## src/rtl/load_store_unit.sv

```systemverilog
// Memory-stage load/store unit: drives the data-memory handshake, builds lane enables
// and replicated store data, and extends load data. Holds the pipeline while an access is outstanding.
module load_store_unit (
  input  logic        clk,
  input  logic        rst,
  input  logic        req_valid,
  input  logic        is_load,
  input  logic        is_store,
  input  logic [1:0]  store_type,
  input  logic [1:0]  load_type,
  input  logic        load_unsigned,
  input  logic [31:0] addr,
  input  logic [31:0] store_data,
  output logic        stall,
  output logic        done,
  output logic        misaligned,
  output logic [31:0] load_data,
  output logic        dmem_read,
  output logic        dmem_write,
  output logic [31:0] dmem_address,
  output logic [3:0]  dmem_byte_enable,
  output logic [31:0] dmem_wdata,
  input  logic [31:0] dmem_rdata,
  input  logic        dmem_resp
);

  // state    | meaning
  // S_IDLE   | waiting for a memory instruction
  // S_ACCESS | request on the memory bus, waiting for dmem_resp
  // S_DONE   | completion pulse; pipeline advances
  typedef enum logic [1:0] {S_IDLE, S_ACCESS, S_DONE} state_t;

  state_t      state, state_next;
  logic        accept, mis_now, mis_q, store_q, unsigned_q;
  logic [1:0]  type_q, off_q;
  logic [3:0]  be_now;
  logic [31:0] wdata_now, ext_data;
  logic [15:0] half_lane;
  logic [7:0]  byte_lane;

  // Request decode: misalignment, lane enables and replicated write data.
  always_comb begin
    accept    = req_valid & (is_load | is_store);
    mis_now   = 1'b0;
    be_now    = 4'b0000;
    wdata_now = store_data;
    if (is_store) begin
      case (store_type)
        2'd1: begin
          be_now    = 4'b0001 << addr[1:0];
          wdata_now = {4{store_data[7:0]}};
        end
        2'd2: begin
          mis_now   = addr[0];
          be_now    = 4'b0011 << addr[1:0];
          wdata_now = {2{store_data[15:0]}};
        end
        default: begin
          mis_now = |addr[1:0];
          be_now  = 4'b1111;
        end
      endcase
    end else begin
      case (load_type)
        2'd1:    mis_now = 1'b0;
        2'd2:    mis_now = addr[0];
        default: mis_now = |addr[1:0];
      endcase
    end
  end

  // Aligned halfwords only ever sit at offset 0 or 2, so the lane pick equals the shift.
  always_comb begin
    half_lane = off_q[1] ? dmem_rdata[31:16] : dmem_rdata[15:0];
    case (off_q)
      2'd0:    byte_lane = dmem_rdata[7:0];
      2'd1:    byte_lane = dmem_rdata[15:8];
      2'd2:    byte_lane = dmem_rdata[23:16];
      default: byte_lane = dmem_rdata[31:24];
    endcase
    case (type_q)
      2'd1:    ext_data = unsigned_q ? {24'd0, byte_lane} : {{24{byte_lane[7]}}, byte_lane};
      2'd2:    ext_data = unsigned_q ? {16'd0, half_lane} : {{16{half_lane[15]}}, half_lane};
      default: ext_data = dmem_rdata;
    endcase
  end

  always_comb begin
    state_next = state;
    stall      = 1'b0;
    done       = 1'b0;
    case (state)
      S_IDLE: begin
        if (accept) begin
          stall      = 1'b1;
          state_next = mis_now ? S_DONE : S_ACCESS;
        end
      end
      S_ACCESS: begin
        stall = 1'b1;
        if (dmem_resp) state_next = S_DONE;
      end
      S_DONE: begin
        done       = 1'b1;
        state_next = S_IDLE;
      end
      default: state_next = S_IDLE;
    endcase
    misaligned = done & mis_q;
  end

  always_ff @(posedge clk) begin
    if (rst) begin
      state            <= S_IDLE;
      store_q          <= 1'b0;
      unsigned_q       <= 1'b0;
      type_q           <= 2'd0;
      off_q            <= 2'd0;
      mis_q            <= 1'b0;
      dmem_read        <= 1'b0;
      dmem_write       <= 1'b0;
      dmem_address     <= 32'd0;
      dmem_byte_enable <= 4'd0;
      dmem_wdata       <= 32'd0;
      load_data        <= 32'd0;
    end else begin
      state <= state_next;
      case (state)
        S_IDLE: begin
          if (accept) begin
            store_q          <= is_store;
            type_q           <= load_type;
            unsigned_q       <= load_unsigned;
            off_q            <= addr[1:0];
            mis_q            <= mis_now;
            dmem_address     <= {addr[31:2], 2'b00};
            dmem_byte_enable <= be_now;
            dmem_wdata       <= wdata_now;
            dmem_read        <= ~is_store & ~mis_now;
            dmem_write       <= is_store & ~mis_now;
            if (~is_store & mis_now) load_data <= 32'd0;
          end
        end
        S_ACCESS: begin
          if (dmem_resp) begin
            dmem_read  <= 1'b0;
            dmem_write <= 1'b0;
            if (!store_q) load_data <= ext_data;
          end
        end
        default: ;
      endcase
    end
  end

endmodule
```

## config.mk

```make
export PLATFORM = sky130hd
export DESIGN_NAME = load_store_unit
export DESIGN_NICKNAME = d
export VERILOG_FILES = /design/src/rtl/load_store_unit.sv
export SDC_FILE = /design/constraint.sdc
export NUM_CORES = 1
export LEC_CHECK = 0
export ABC_AREA = 1
export ABC_CLOCK_PERIOD_IN_PS = 1470
export BUFFER_PORTS_ARGS = -buffer_cell sky130_fd_sc_hd__buf_2
export CAP_MARGIN = 20
export CORE_MARGIN = 5
export CORE_UTILIZATION = 43
export DETAILED_ROUTE_END_ITERATION = 8
export PLACE_DENSITY = 0.76
export SLEW_MARGIN = 10
export SYNTH_ARGS = -nofsm -noshare
export SYNTH_HDL_FRONTEND = slang
export SYNTH_SLANG_ARGS = --single-unit
```

## constraint.sdc

```tcl
create_clock -name clk -period 1.47 [get_ports clk]
set_input_delay 0 -clock clk [delete_from_list [all_inputs] [get_ports clk]]
set_output_delay 0 -clock clk [all_outputs]
set_load 0.03 [all_outputs]
```

==> impl_metrics.py, run 1 <==
metrics = {
    "global_route": {
        "grt_max_degree": 49,
        "grt-ovfl-total": 0,
        "grt_pass1_wl_um": 28170,
        "antenna_found_initial": 1,
        "grt_pass1_vias": 5838,
        "grt_usage_pct": 24.62,
    },
    "timing": {
        "rsz0062_at_grt": "true",
        "fin_crit_ns": 1.455,
        "maxSlewViolCount": 0,
        "tightest_slew_ns": 0.6119,
        "slew_headroom_pct": 58.93,
        "period_share_pct": 98.95,
        "fmax_ghz": 0.6875,
        "hold_viol": 0,
        "skew_ns": 0.005825,
        "final-setup-viol-count": 0,
    },
    "clock_tree": {
        "cts.sink_count": 109,
        "clkTransAtPathRegs_ns": 0.07,
        "cts-htree-levels": 3,
        "numCtsBuffers": 9,
        "clock_latency_ns": 0.35,
        "cts_tree": "yes",
        "cts.path.max_buffers": 2,
        "clockRootBuffer": "clkbuf_16",
    },
    "critical_path": {
        "setup.worst_path.end_class": "flop",
        "arrival_ns": 1.75,
        "cp-start-kind": "flop",
        "crit_type": "flop to flop",
        "critPathRequiredTime_ns": 1.76,
        "worstRegToRegCells": 9,
        "r2r_end": "dmem_wdata[25]",
        "rrSetupSlack_ns": 0.02,
        "worstReg2RegStart": "state[1]",
        "path_max_fanout": 10,
    },
    "power": {
        "pwr-share-comb_pct": 30.6,
        "powerDensity_nw_per_um2": 1074,
        "irDropWorstVdd_mv": 0.6967,
        "p_seq_share_pct": 39.4,
        "pwr-share-clk_pct": 30.0,
        "power.switching_w": 0.002782,
        "leakage_nw": 3.842,
        "internal_power_w": 0.005626,
        "netSwitchingFraction_pct": 33.09,
    },
    "min_path": {
        "hold_path_depth": 5,
        "hp-start": "dmem_rdata[11]",
        "holdPathEnd": "load_data[11]",
        "min_path_type": "primary input to flop",
    },
    "finish": {
        "fin_util_pct": 68.86,
        "area_growth_pct": 57.41,
        "layout-drive-gt1-share_pct": 31.30,
        "nets": 1139,
        "final_cell_area_um2": 7829,
        "layout_common_cells": "buf_2 (207), nand2_1 (175), nor2_1 (114)",
        "finalNonFillerCells": 1176,
        "final_common_cell": "buf_2",
    },
    "floorplanning": {
        "die-area_um2": 13820,
        "die_h_um": 117.5,
        "core_um2": 11370,
        "dieWidth_um": 117.5,
        "start_util_pct": 43.74,
        "num_io_pins": 212,
        "placementRows": 39,
    },
    "synth": {
        "syn_area_um2": 4974,
        "synth_cells": 730,
        "synth_warnings": 0,
        "ys_seq_area_share_pct": 43.87,
        "synth.avg_cell_area_um2": 6.813,
        "yosys_register_bits": 109,
        "ys_types": 28,
    },
    "placed_design": {
        "dp_cells": 1069,
        "portBuffers": 209,
        "hpwlAfterDp_um": 11690,
        "dpl_cell_area_um2": 6300,
        "routabilityCongestion": 0.8413,
    },
    "detailed_routing": {
        "drtIter0Drc": 649,
        "drc_errors": 0,
        "first_pass_iters": 6,
        "wl_um": 19190,
        "via_per_inst": 5.236,
        "ant_nets": 0,
        "detail_route.wl_per_cell_um": 16.32,
        "via_count": 6157,
    },
    "outcome": {
        "outcome": "finished clean",
    },
    "flow_run": {
        "cap_violations": 0,
    },
}
-- state kept, by name (all words and copies together), names as in the netlist --
register	count
dmem_byte_enable	4
dmem_write	1
off_q	2
unsigned_q	1
dmem_wdata	32
dmem_address	30
dmem_read	1
mis_q	1
type_q	2
state	2
store_q	1
load_data	32
-- worst max path at each step --
stage	from	to	slack [ns]	depth (start not counted)
CTS	state[1]	stall	-0.04	6
global placement	type_q[0]	load_data[1]	0.02	9
global route	state[1]	load_data[19]	-0.04	8
floorplan	type_q[0]	load_data[23]	0.008	9
finish	state[1]	dmem_wdata[25]	0.02	9
detailed placement	type_q[0]	load_data[5]	-0.03	9
-- cell type report --
| cell class | count | area (um2) |
|---|---|---|
| diodes | 1 | 2.502 |
| clock buffers | 13 | 260.3 |
| clock inverters | 3 | 43.79 |
| fillers | 902 | 3541 |
| inverters | 50 | 205.2 |
| multi-input cells | 528 | 2526 |
| flip-flops and latches | 109 | 2193 |
| well taps | 143 | 178.9 |
| repair buffers | 328 | 2410 |
| repair inverters | 1 | 8.758 |
-- through the flow --
stage / total power [W] / TNS [ns] / hold WS (ns) / setup slack (ns)
floorplan: 0.004655 / 0 / 0.1349 / 0.007708
global placement: 0.005356 / 0 / 0.2210 / 0.02380
detailed placement: 0.005372 / -0.1161 / 0.2291 / -0.02647
CTS: 0.008018 / -0.1026 / 0.008709 / -0.04222
global route: 0.008758 / -0.9229 / 0.04541 / -0.04471
finish: 0.008408 / 0 / 0.02556 / 0.01546
-- cell families (layout without fill, tap and decap cells) --
kind of cell	after synthesis	after routing	synth area share [%]
other	1	3	0.07540
adder cells (fa/ha/maj)	5	5	1.258
flip-flops	109	109	43.87
AO/OA/AOI/OAI	198	198	20.53
AND/OR/NAND/NOR	322	323	25.74
buffers and inverters	95	395	8.528
-- synth_stat cells, drive strengths merged --
library cell / n / area [um2]
and3: 1 / 6.260
conb: 1 / 3.750
inv: 49 / 183.9
dfxtp: 109 / 2182
o21bai: 1 / 11.26
nand3: 13 / 82.58
nor2: 122 / 475.5
a21oi: 99 / 495.5
ha: 5 / 62.56
or2: 1 / 6.260
buf: 28 / 172.7
a211oi: 8 / 60.06
clkbuf: 17 / 63.81
o21ai: 90 / 454.2
clkinv: 1 / 3.750
nand2: 185 / 709.4
-- per-layer routing --
metal  up-vias  share of wire, %  global-route usage, %
li1       2943                 -                      -
met1      2761                37                  27.66
met2       380                48                  41.69
met3        73                11                  8.890
met4         0               4.5                  11.04
met5         -                 0                      0
-- what timing repair did --
item,CTS,global route
endpoints found under the setup margin,14,91
buffers inserted,0,10
resized for setup,5,65
pin swaps,0,21
cloned,0,9
hold buffers,72,0
endpoints found under the hold margin,72,0
-- power by group through the flow --
stage,logic (W),registers [W],clock network (W)
after floorplan,0.000886,0.00377,0
after global placement,0.00200,0.00336,0
after detailed placement,0.00202,0.00336,0
after CTS,0.00218,0.00330,0.00254
after global routing,0.00275,0.00334,0.00267
final,0.00257,0.00331,0.00252
-- critical path, cell delays in order (launching register included) --
cell and delay, ns:
dfxtp_4 0.36, nor2_4 0.11, inv_2 0.05, nor2_4 0.13
buf_6 0.12, buf_12 0.13, buf_8 0.12, clkbuf_16 0.15
o21ai_0 0.08, a21oi_1 0.13
Power figures use the tool's default switching activity.
==> run 2, diff against run 1 <==
CORE_ASPECT_RATIO = 1.5   (was not set)
CTS_CLUSTER_SIZE = 40   (was not set)
==> impl_metrics.py, run 2 (synthesized netlist as in run 1, its figures left out) <==
metrics = {
    "power": {
        "irDropWorstVdd_mv": 0.6936,
        "leakage_nw": 3.684,
        "internal_power_w": 0.005418,
        "powerDensity_nw_per_um2": 1087,
        "pwr-share-clk_pct": 31.0,
        "pwr-share-comb_pct": 28.4,
        "power.switching_w": 0.002744,
        "p_seq_share_pct": 40.6,
        "netSwitchingFraction_pct": 33.63,
    },
    "global_route": {
        "grt-ovfl-total": 0,
        "grt_max_degree": 71,
        "grt_usage_pct": 24.65,
        "grt_pass1_wl_um": 27810,
        "antenna_found_initial": 0,
        "grt_pass1_vias": 5821,
    },
    "timing": {
        "hold_viol": 0,
        "tightest_slew_ns": 0.6804,
        "fin_crit_ns": 1.461,
        "slew_headroom_pct": 54.33,
        "maxSlewViolCount": 0,
        "fin_setup_tns_ns": 0,
        "rsz0062_at_grt": "true",
        "skew_ns": 0.007255,
        "layout_setup_ws_ns": 0.008729,
        "fmax_ghz": 0.6843,
        "final-setup-viol-count": 0,
        "period_share_pct": 99.41,
    },
    "finish": {
        "nets": 1118,
        "final_cell_area_um2": 7511,
        "fill_cells": 1009,
        "finalNonFillerCells": 1161,
        "layout-drive-gt1-share_pct": 29.67,
        "area_growth_pct": 51.02,
        "diodes": 0,
        "layout_common_cells": "buf_2 (208), nand2_1 (175), nor2_1 (115)",
        "final_common_cell": "buf_2",
        "reg.largest.list": "dmem_wdata (32), load_data (32), dmem_address (30)",
    },
    "detailed_routing": {
        "via_count": 5917,
        "drtIter0Drc": 299,
        "detail_route.wl_per_cell_um": 15.44,
        "via_per_inst": 5.096,
        "ant_nets": 0,
        "wl_um": 17930,
        "first_pass_iters": 5,
        "drc_errors": 0,
    },
    "min_path": {
        "hold_path_depth": 5,
        "min_path_type": "primary input to flop",
    },
    "flow_run": {
        "cap_violations": 0,
    },
    "critical_path": {
        "crit_type": "flop to flop",
        "path_cells": "inv_4, ha_4, nand2_2, inv_2, nand2_2, nand2_2, nand2_4, buf_12, nand3_4, nand2_1, a21oi_1",
        "critPathRequiredTime_ns": 1.74,
        "worstRegToRegCells": 11,
        "cp-start-kind": "flop",
        "cp.depth": 11,
        "critPathMaxStageDelay_ns": 0.35,
        "setup.worst_path.end_class": "flop",
        "path_max_fanout": 8,
        "crit_top_cell": "nand2_2",
        "crit_family": "simple AND/OR/NAND/NOR gates",
        "slowest_stage": "dfxtp_4",
        "arrival_ns": 1.73,
        "path_buf_inv": 3,
    },
    "placed_design": {
        "post-place-ws_ns": 0.002639,
        "routabilityCongestion": 0.9830,
        "dp_cells": 1066,
        "portBuffers": 209,
        "dpl_cell_area_um2": 6221,
        "hpwlAfterDp_um": 11360,
    },
    "clock_tree": {
        "clockRootBuffer": "clkbuf_16",
        "clkTransAtPathRegs_ns": 0.08,
        "cts.sink_count": 109,
        "numCtsBuffers": 9,
        "cts.path.max_buffers": 2,
        "cts_tree": "yes",
        "cts-htree-levels": 3,
        "clock_latency_ns": 0.35,
    },
    "floorplanning": {
        "placementRows": 48,
        "dieWidth_um": 97.81,
        "core_um2": 11410,
        "die-area_um2": 13860,
        "die_h_um": 141.7,
        "start_util_pct": 43.59,
        "num_io_pins": 212,
    },
    "outcome": {
        "outcome": "finished clean",
    },
}
==> run 2: cell count changes in the layout (fill, tap and decap cells not counted), sizes merged <==
cell and delta:
dlymetal6s4s -1, clkinv -2, diode -1, buf -15, inv +4, bufbuf +1, clkbuf -9, dlygate4sd3 +1
==> run 2: layout make-up <==
class,instances,area (um2),share of cell area [%]
Multi-Input combinational cell,528,2504,33.33
Sequential cell,109,2191,29.17
Timing Repair Buffer,308,2123,28.27
Clock buffer,10,229.0,3.048
Inverter,50,200.2,2.665
Tap cell,150,187.7,2.499
Clock inverter,6,76.32,1.016
==> run 2: path summary, 6_finish.rpt <==
check,from,endpoint,slack (ns)
setup / recovery,type_q[1],load_data[30],0.009
hold / removal,dmem_rdata[5],load_data[5],0.02
hold reg to reg,load_data[11],load_data[11],0.46
setup reg to reg,type_q[1],load_data[30],0.009
==> run 2: through the flow <==
step / utilization [%] / hold slack [ns] / total power, W
3_3_place_gp: 54.52 / 0.2196 / 0.005309
3_5_place_dp: 54.52 / 0.2290 / 0.005327
6_report: 65.82 / 0.01533 / 0.008162
2_1_floorplan: - / 0.1349 / 0.004655
5_1_grt: 65.82 / 0.02878 / 0.008532
4_1_cts: 63.94 / 0.002149 / 0.008030
==> run 2: worst reg2reg max path: stages (launching register included) <==
cell and delay (ns):
dfxtp_4 0.35, inv_4 0.06, ha_4 0.15, nand2_2 0.06
inv_2 0.09, nand2_2 0.06, nand2_2 0.09, nand2_4 0.10
buf_12 0.15, nand3_4 0.09, nand2_1 0.07, a21oi_1 0.13
==> run 2: routing by layer <==
metal	vias to the layer above	GRT usage [%]	routed length, um
met1	2660	26.81	6379
met5	-	0	0
met3	53	6.345	1634
li1	2888	-	-
met4	0	11.45	749
met2	316	44.52	9163
==> run 2: repair_timing <==
action / in CTS / in global routing
pin swaps: 2 / 13
hold buffers: 72 / 0
hold endpoints to repair: 72 / 0
resized for setup: 3 / 47
setup endpoints to repair: 7 / 62
cloned: 1 / 1
setup buffers: 1 / 4
==> run 2: power by group through the flow <==
stage / logic, W / clock network (W) / registers, W
floorplan: 0.000886 / 0 / 0.00377
global placement: 0.00195 / 0 / 0.00336
detailed placement: 0.00197 / 0 / 0.00336
CTS: 0.00216 / 0.00258 / 0.00329
global route: 0.00251 / 0.00269 / 0.00334
finish: 0.00232 / 0.00253 / 0.00331
